File: src/rtl/uart_pkg.sv
`default_nettype none
// +------------------------------------------------------------------+
// | Module   : uart_pkg                                              |
// | Purpose  : Shared UART types and constants for the RX/TX paths.  |
// | Revision : 1.0 - initial release                                 |
// +------------------------------------------------------------------+
package uart_pkg;

    localparam int DATA_BITS = 8;

    typedef enum logic [2:0] {
        ST_IDLE      = 3'd0,
        ST_START     = 3'd1,
        ST_DATA      = 3'd2,
        ST_STOP      = 3'd3,
        ST_WAIT_IDLE = 3'd4
    } rx_state_t;

    function automatic int clks_per_bit(input int clk, input int baud);
        return clk / baud;
    endfunction

endpackage
`default_nettype wire

File: src/rtl/uart_rx_byte.sv
`default_nettype none
// +------------------------------------------------------------------+
// | Module   : uart_rx_byte                                          |
// | Purpose  : 8N1 byte receiver: synchroniser, byte FSM, frame_err. |
// | Revision : 1.0 - initial release                                 |
// +------------------------------------------------------------------+
module uart_rx_byte
    import uart_pkg::*;
#(
    parameter int CLKS_PER_BIT = 434
) (
    input  logic       sys_clk,
    input  logic       rst,
    input  logic       uart_rx,
    output logic [7:0] byte_data,
    output logic       byte_strobe,
    output logic       frame_err,
    output logic       rx_idle
);

    localparam int                  c_CNT_W   = $clog2(CLKS_PER_BIT);
    localparam logic [c_CNT_W-1:0] c_HALF_LD = c_CNT_W'(CLKS_PER_BIT / 2 - 1);
    localparam logic [c_CNT_W-1:0] c_FULL_LD = c_CNT_W'(CLKS_PER_BIT - 1);
    localparam logic [c_CNT_W-1:0] c_CNT_ONE = c_CNT_W'(1);
    localparam logic [2:0]         c_LAST_BIT = 3'(DATA_BITS - 1);

    logic               r_rx_meta;
    logic               r_rx_s;
    logic               r_rx_prev;
    logic [1:0]         r_flush;
    logic               r_armed;
    rx_state_t          r_state;
    logic [c_CNT_W-1:0] r_cnt;
    logic [2:0]         r_bit_idx;
    logic [7:0]         r_shift;
    logic               r_frame_err;

    rx_state_t          w_state_next;
    logic [c_CNT_W-1:0] w_cnt_next;
    logic [2:0]         w_bit_next;
    logic [7:0]         w_shift_next;
    logic               w_strobe;
    logic               w_frame_err;
    logic               w_fall;

    // The synchroniser resets to 1, so its stale contents cannot be trusted
    // until two clocks have flushed it; only then may a high line arm the FSM.
    always_ff @(posedge sys_clk or posedge rst) begin
        if (rst) begin
            r_rx_meta <= 1'b1;
            r_rx_s    <= 1'b1;
            r_rx_prev <= 1'b1;
            r_flush   <= 2'b00;
            r_armed   <= 1'b0;
        end else begin
            r_rx_meta <= uart_rx;
            r_rx_s    <= r_rx_meta;
            r_rx_prev <= r_rx_s;
            r_flush   <= {r_flush[0], 1'b1};
            r_armed   <= r_armed | (r_flush[1] & r_rx_s);
        end
    end

    assign w_fall = r_armed & r_rx_prev & ~r_rx_s;

    always_ff @(posedge sys_clk or posedge rst) begin
        if (rst) begin
            r_state     <= ST_IDLE;
            r_cnt       <= '0;
            r_bit_idx   <= '0;
            r_shift     <= '0;
            r_frame_err <= 1'b0;
        end else begin
            r_state     <= w_state_next;
            r_cnt       <= w_cnt_next;
            r_bit_idx   <= w_bit_next;
            r_shift     <= w_shift_next;
            r_frame_err <= w_frame_err;
        end
    end

    always_comb begin
        w_state_next = r_state;
        w_cnt_next   = r_cnt;
        w_bit_next   = r_bit_idx;
        w_shift_next = r_shift;
        w_strobe     = 1'b0;
        w_frame_err  = 1'b0;
        case (r_state)
            ST_IDLE: begin
                if (w_fall) begin
                    w_state_next = ST_START;
                    w_cnt_next   = c_HALF_LD;
                end
            end
            ST_START: begin
                if (r_cnt != '0) begin
                    w_cnt_next = r_cnt - c_CNT_ONE;
                end else if (!r_rx_s) begin
                    w_state_next = ST_DATA;
                    w_cnt_next   = c_FULL_LD;
                    w_bit_next   = '0;
                end else begin
                    w_state_next = ST_IDLE;
                end
            end
            ST_DATA: begin
                if (r_cnt != '0) begin
                    w_cnt_next = r_cnt - c_CNT_ONE;
                end else begin
                    w_shift_next = {r_rx_s, r_shift[7:1]};
                    w_cnt_next   = c_FULL_LD;
                    if (r_bit_idx == c_LAST_BIT) begin
                        w_state_next = ST_STOP;
                    end else begin
                        w_bit_next = r_bit_idx + 3'd1;
                    end
                end
            end
            ST_STOP: begin
                if (r_cnt != '0) begin
                    w_cnt_next = r_cnt - c_CNT_ONE;
                end else if (r_rx_s) begin
                    w_strobe     = 1'b1;
                    w_state_next = ST_IDLE;
                end else begin
                    w_frame_err  = 1'b1;
                    w_state_next = ST_WAIT_IDLE;
                end
            end
            ST_WAIT_IDLE: begin
                if (r_rx_s) begin
                    w_state_next = ST_IDLE;
                end
            end
            default: w_state_next = ST_IDLE;
        endcase
    end

    assign byte_data   = r_shift;
    assign byte_strobe = w_strobe;
    assign frame_err   = r_frame_err;
    assign rx_idle     = (r_state == ST_IDLE);

endmodule
`default_nettype wire

File: src/rtl/uart_rx_word.sv
`default_nettype none
// +------------------------------------------------------------------+
// | Module   : uart_rx_word                                          |
// | Purpose  : Pairs received UART bytes into 16-bit valid/ready words|
// | Revision : 1.0 - initial release                                 |
// +------------------------------------------------------------------+
module uart_rx_word
    import uart_pkg::*;
#(
    parameter int CLK_FREQ     = 50000000,
    parameter int BAUD         = 115200,
    parameter int TIMEOUT_BITS = 20
) (
    input  logic        sys_clk,
    input  logic        rst,
    input  logic        uart_rx,
    output logic [15:0] word_data,
    output logic        word_valid,
    input  logic        word_ready,
    output logic        frame_err,
    output logic        overrun,
    output logic        timeout
);

    localparam int                 c_CPB      = clks_per_bit(CLK_FREQ, BAUD);
    localparam int                 c_TO_LIMIT = TIMEOUT_BITS * c_CPB;
    localparam int                 c_TO_W     = $clog2(c_TO_LIMIT + 1);
    localparam logic [c_TO_W-1:0] c_TO_LAST  = c_TO_W'(c_TO_LIMIT - 1);
    localparam logic [c_TO_W-1:0] c_TO_ONE   = c_TO_W'(1);

    logic [7:0]        w_byte_data;
    logic              w_byte_strobe;
    logic              w_frame_err;
    logic              w_rx_idle;
    logic              w_word_done;
    logic [15:0]       w_word;

    logic              r_phase;
    logic [7:0]        r_high;
    logic [c_TO_W-1:0] r_tcnt;
    logic              r_timeout;
    logic [15:0]       r_word_data;
    logic              r_word_valid;
    logic              r_overrun;

    uart_rx_byte #(
        .CLKS_PER_BIT (c_CPB)
    ) u_rx_byte (
        .sys_clk     (sys_clk),
        .rst         (rst),
        .uart_rx     (uart_rx),
        .byte_data   (w_byte_data),
        .byte_strobe (w_byte_strobe),
        .frame_err   (w_frame_err),
        .rx_idle     (w_rx_idle)
    );

    assign w_word_done = w_byte_strobe & r_phase;
    assign w_word      = {r_high, w_byte_data};

    // The timeout only runs while the line is idle between the two bytes;
    // it freezes as soon as the second byte's start edge is seen.
    always_ff @(posedge sys_clk or posedge rst) begin
        if (rst) begin
            r_phase   <= 1'b0;
            r_high    <= '0;
            r_tcnt    <= '0;
            r_timeout <= 1'b0;
        end else begin
            r_timeout <= 1'b0;
            if (w_frame_err) begin
                r_phase <= 1'b0;
            end else if (w_byte_strobe) begin
                if (!r_phase) begin
                    r_high  <= w_byte_data;
                    r_phase <= 1'b1;
                    r_tcnt  <= '0;
                end else begin
                    r_phase <= 1'b0;
                end
            end else if (r_phase && w_rx_idle) begin
                if (r_tcnt == c_TO_LAST) begin
                    r_timeout <= 1'b1;
                    r_phase   <= 1'b0;
                end else begin
                    r_tcnt <= r_tcnt + c_TO_ONE;
                end
            end
        end
    end

    always_ff @(posedge sys_clk or posedge rst) begin
        if (rst) begin
            r_word_data  <= '0;
            r_word_valid <= 1'b0;
            r_overrun    <= 1'b0;
        end else begin
            r_overrun <= 1'b0;
            if (w_word_done) begin
                // A word arriving during an accepting handshake replaces it.
                if (!r_word_valid || word_ready) begin
                    r_word_data  <= w_word;
                    r_word_valid <= 1'b1;
                end else begin
                    r_overrun <= 1'b1;
                end
            end else if (r_word_valid && word_ready) begin
                r_word_valid <= 1'b0;
            end
        end
    end

    assign word_data  = r_word_data;
    assign word_valid = r_word_valid;
    assign frame_err  = w_frame_err;
    assign overrun    = r_overrun;
    assign timeout    = r_timeout;

endmodule
`default_nettype wire

File: config.mk
export PLATFORM = sky130hd
export DESIGN_NAME = uart_rx_word
export DESIGN_NICKNAME = d
export VERILOG_FILES = /design/src/rtl/uart_pkg.sv /design/src/rtl/uart_rx_byte.sv /design/src/rtl/uart_rx_word.sv
export SDC_FILE = /design/constraint.sdc
export NUM_CORES = 1
export LEC_CHECK = 0
export CAP_MARGIN = 20
export CORE_MARGIN = 10
export CORE_UTILIZATION = 45
export CTS_CLUSTER_SIZE = 10
export DETAILED_ROUTE_END_ITERATION = 6
export PLACE_DENSITY = 0.6
export REMOVE_ABC_BUFFERS = 1
export SETUP_SLACK_MARGIN = 0.2
export SLEW_MARGIN = 20
export SYNTH_ARGS = -nofsm -noshare
export SYNTH_HDL_FRONTEND = slang
export SYNTH_SLANG_ARGS = --single-unit
export TNS_END_PERCENT = 50
File: constraint.sdc
create_clock -name sys_clk -period 3.64 [get_ports sys_clk]
set_input_delay 0.728 -clock sys_clk [delete_from_list [all_inputs] [get_ports sys_clk]]
set_output_delay 0.728 -clock sys_clk [all_outputs]
set_load 0.02 [all_outputs]
Word-level counts from Yosys, hierarchy flattened

Index checks and enable logic that the tools add are counted.

Reductions and logical operators: 21
Bitwise logic cells: 9
Equality and inequality tests: 19
Muxes and demuxes: 44
$add $sub $neg: 3

Operators with widths:

| kind                                                  | count |
|---|---|
| 2-to-1 mux 14 bit                                     | 4 |
| 2-to-1 mux 9 bit                                      | 5 |
| case mux 9 bit (4 select lines)                       | 1 |
| 2-to-1 mux 3 bit                                      | 11 |
| 2-to-1 mux 1 bit                                      | 20 |
| case mux 3 bit (5 select lines)                       | 1 |
| adder 14 x 1 -> 14 bit, second input constant         | 1 |
| == test 14 bit, second input constant                 | 1 |
| inequality test 2 bit, second input constant          | 7 |
| inequality test 2 x 1 -> 1 bit, second input constant | 5 |
| nonzero test 9 bit                                    | 1 |
| subtractor 9 x 1 -> 9 bit, second input constant      | 1 |
| AND reduction 2 bit                                   | 4 |
| AND reduction 4 bit                                   | 2 |
| == test 3 x 2 -> 1 bit, second input constant         | 2 |
| == test 3 bit, second input constant                  | 2 |
| case mux 3 bit (2 select lines)                       | 1 |
| AND reduction 6 bit                                   | 1 |
| nonzero test 2 bit                                    | 3 |
| nonzero test 3 bit                                    | 2 |
| AND reduction 5 bit                                   | 1 |
| AND 1 bit                                             | 4 |
| NOT 1 bit                                             | 4 |
| nonzero test 4 bit                                    | 1 |
| 10 further kinds                                      | 11 |

Bits of input ports: 4
Output and inout port bits: 20
Word-level logic and storage cells: 113
Bits in registers: 72

Depth between registers and ports, before layout

Depth in word-level cells: 6
Mapped depth: 8
Gate-level depth less buffers: 7

By module

From an unflattened synthesis, not the netlist that was laid out.

Cell total of the unflattened synthesis: 310
Area total of the unflattened synthesis: 3578.4 sq um

By module, submodules not included:

| module       | sequential area each (sq um) | cells an instance | area each (sq um) | instances |
|---|---|---|---|---|
| uart_rx_word | 1051.0                       | 167               | 2018.2            | 1 |
| uart_rx_byte | 754.5                        | 143               | 1560.2            | 1 |

Worst setup path before layout

OpenSTA, ideal clock, no wires.

Path type: register -> register
From: register u_rx_byte.r_cnt[0]
To: register r_tcnt[9]
Data required time: 3518 ps
Arrival time: 2000 ps
Setup time: 122 ps
Cell stages (with the launch flop): 8
Setup slack: 1518 ps
Clock period less this slack: 2122 ps
Buffers on the path: 0
Cells stage by stage: dfrtp_1 inv_1 ha_1 nor4b_4 nand3_4 o22a_4 or4_4 mux2i_1

Cells in the longest elaborated chain, start to end: 5
Elaborated cells between the ends (all ways): 8
Those cells by class: eq/ne: 2; mux: 3; reduce/logical: 3

Ends and longest elaborated chain:

| item                                                                                | RTL line            | source |
|---|---|---|
| start: declaration                                                                  | uart_rx_byte.sv:33  | `logic [c_CNT_W-1:0] r_cnt;` |
| start signal: assignment                                                            | uart_rx_byte.sv:75  | `r_cnt <= w_cnt_next;` |
| nonzero test 9 bit *                                                                | uart_rx_byte.sv:121 | `if (r_cnt != '0) begin` |
| 2-to-1 mux 1 bit *                                                                  | uart_rx_byte.sv:121 |  |
| 2-to-1 mux 1 bit *                                                                  | uart_rx_byte.sv:89  | `case (r_state)` |
| inequality test 2 bit (no source line) / nonzero test 2 bit (equally long branches) | n/a                 |  |
| AND reduction 4 bit (no source line)                                                | n/a                 |  |
| end signal: assignment                                                              | uart_rx_word.sv:86  | `r_tcnt <= r_tcnt + c_TO_ONE;` |
| end: declaration                                                                    | uart_rx_word.sv:40  | `logic [c_TO_W-1:0] r_tcnt;` |

Every way passes the cells marked *; elsewhere a longest branch is shown, timed or not.
A chain may end at the register's enable or synchronous reset.

Final worst setup path

Ends and elaborated chain as after synthesis.

==> results.cfg <==
[logic_synthesis]
synth_area_leaders = dfrtp_1 (51%), mux2_2 (8.3%), nand2_1 (5.3%), a21oi_1 (3.1%), dfstp_2 (2.3%)
ys_types = 57
synth-edff-count = 0
synth_top_area_share = 0.509
synthesis.area_um2 = 3390
async_reset_ff_frac = 1.00
synth_warnings = 0
synth_top_area_cell = dfrtp_1
ys_seq_area_frac = 0.533
ys.flop_type = dfrtp_1
ys_ff_latch = 72
netlist_instances = 307
avgSynthCellArea_um2 = 11.0

[power]
finalPower_mw = 1.74
p_int_mw = 1.22
peakVddDrop_mv = 0.239
p_sw_uw = 516
p_seq_frac = 0.538
cellPowerDensity_nw_per_um2 = 445
p_comb_frac = 0.137
power.switching_fraction = 0.297
p_clk_frac = 0.325
leakage_nw = 1.76

[critical_path]
critPathArrivalTime_ns = 2.60
crit_slowest_cell = or4_4
crit_path_end_kind = flop
cp.required_ns = 3.88
path_max_fanout = 19
criticalPathCategory = reg -> reg
cpPeakStageDelay_ns = 0.53
cp_num_buf_inv = 1
critPathTopFamily = simple AND/OR/NAND/NOR gates
path_cells = inv_1 > ha_1 > nor4b_4 > nand3_4 > o22a_4 > or4_4 > mux2i_1
startpoint_type = flop

[clock_tree]
cts.sinks = 72
cts-buffers-inserted = 9
clockBufferDepth = 2
post-cts-setup-buffers = 0
cts.repair.resized = 0
cts_hold_repair.buffers = 0
cts_max_level = 3
clk_pin_slew_ns = 0.08
root_buffer = clkbuf_8
cts_tree = yes
clk_latency_ns = 0.34

[global_routing]
grt_max_degree = 73
grt_pass1_wl_mm = 11.8
grt_use_total = 0.127
antenna_found_initial = 0
overflow = 0
grt_pass1_vias = 2412

[floorplanning]
fp.dieH_um = 107
die_area_um2 = 11400
io_pins = 24
coreArea_um2 = 7290
die_w_um = 107
rows = 31
start_util = 0.465

[sta]
tightest_slew_ns = 0.896
fin_skew_ns = 0.00580
rsz0062_at_grt = no
slew_viol_final = 0
relSlewSlack = 0.402
setup_viol = 0
fmaxAchievable_mhz = 423
finalCritPeriodShare = 0.649
hold_viol = 0
setup-tns-final_ns = 0
finalCriticalPeriod_ns = 2.36

[route]
via_count = 2421
drc = 0
dr.pass1.iters = 4
postRouteAntennaNets = 0
wl_per_cell_um = 15.4
drt_iter0_drc = 64
vias_per_cell = 5.50
wirelength_mm = 6.79

[placement]
port_buffers = 23
gp_congestion = 0.842
place_inst = 424
place_area_um2 = 3730
hpwl_mm = 4.66

[layout]
diodes = 0
finalNonFillerCells = 440
fin_util = 0.536
nNetsFinal = 344
layout_commonest_cell = dfrtp_1
layout-drive-gt1-share = 0.202
fin_area_um2 = 3910
syn_to_final_growth_pct = 15.2
final_cell_mix = dfrtp_1 (69), nand2_1 (48), mux2_2 (25)
fillers = 683

[min_path]
hold_class = reg -> reg

[run]
drv_cap = 0

[status]
outcome = complete, no violations
==> cells by family (layout without fill, tap and decap cells) <==
logic type,count (synthesis),in the layout,share of synthesized area
and+or+nand+nor,124,124,0.214
DFF,72,72,0.533
AOI/OAI and AO/OA,62,62,0.122
muxes,29,29,0.0949
buffers and inverters,14,48,0.0181
adders and majority gates,4,4,0.0148
other,1,1,0.00111
xor gates and xnor gates,1,1,0.00258
==> path summary, 6_finish.rpt <==
path / start / to / slack [ns] / cells past startpoint
max: u_rx_byte.r_cnt[0]$_DFFE_PP0P_ / r_tcnt[9]$_DFFE_PP0P_ / 1.28 / 7
min: u_rx_byte.r_flush[0]$_DFF_PP0_ / u_rx_byte.r_flush[1]$_DFF_PP0_ / 0.36 / 0
max reg2reg: u_rx_byte.r_cnt[0]$_DFFE_PP0P_ / r_tcnt[9]$_DFFE_PP0P_ / 1.28 / 7
min reg2reg: u_rx_byte.r_flush[0]$_DFF_PP0_ / u_rx_byte.r_flush[1]$_DFF_PP0_ / 0.36 / 0
max in group asynchronous: rst / u_rx_byte.frame_err$_DFF_PP0_ / 2.09 / 3
min in group asynchronous: rst / word_data[14]$_DFFE_PP0P_ / 0.97 / 3
==> sequential cells by signal (all words and copies together), names as in the netlist, 2 cells and up <==
| signal | count |
|---|---|
| r_high | 8 |
| r_tcnt | 14 |
| u_rx_byte.byte_data | 8 |
| u_rx_byte.r_bit_idx | 3 |
| u_rx_byte.r_cnt | 9 |
| u_rx_byte.r_flush | 2 |
| u_rx_byte.r_state | 3 |
| word_data | 16 |
==> layer usage <==
metal  share of wire  track usage  up-vias
met5               0            0        -
met4           0.011       0.0464        0
met3           0.036       0.0365        8
met2            0.50        0.207       39
met1            0.46        0.157     1192
li1                -            -     1182
==> per-stage QoR <==
step	hold slack, ns	setup WS [ns]
after floorplan	0.331	1.09
after global placement	0.333	1.34
after detailed placement	0.346	1.29
after CTS	0.361	1.27
after global routing	0.369	1.13
final	0.356	1.28
==> Yosys cell counts (all sizes together), types with 2 or more instances <==
master  number
o31ai        4
inv          5
mux2i        4
or3          5
nand2       49
or4          5
nand3b       4
nor3b        2
mux2        25
ha           4
or2          3
nand2b       3
buf          2
or4b         5
o32ai        2
and3         3
nand3        8
nand4b       4
a21o         4
clkbuf       7
o41ai        4
o21ai       12
nor4         3
a31oi        2
a21oi       21
nor3         7
dfstp        3
a22o         2
nor2        18
dfrtp       69
==> worst reg2reg max path, delay by kind of cell, from the launching register on <==
kind            cells  cell delay (ns)
buf+inv             1             0.10
compound gates      1             0.33
simple gates        3             1.04
flops               1             0.44
fa+ha+maj           1             0.22
mux                 1             0.13
==> power groups by stage <==
| stage | registers, mW | clock network (mW) | logic [mW] |
|---|---|---|---|
| finish | 0.935 | 0.565 | 0.237 |
| global route | 0.943 | 0.620 | 0.274 |
| CTS | 0.933 | 0.584 | 0.239 |
| detailed placement | 0.949 | 0 | 0.239 |
| global placement | 0.946 | 0 | 0.237 |
| floorplan | 0.928 | 0 | 0.193 |
==> layout make-up <==
type / instances / area [µm²] / area share
tap: 99 / 124 / 0.0317
clock inverter: 5 / 33.8 / 0.00865
inverter: 5 / 18.8 / 0.00480
sequential: 72 / 1810 / 0.462
timing repair buffer: 27 / 260 / 0.0666
multi-input combinational: 221 / 1520 / 0.390
clock buffer: 11 / 141 / 0.0362
(Power assumes the default switching activity.)
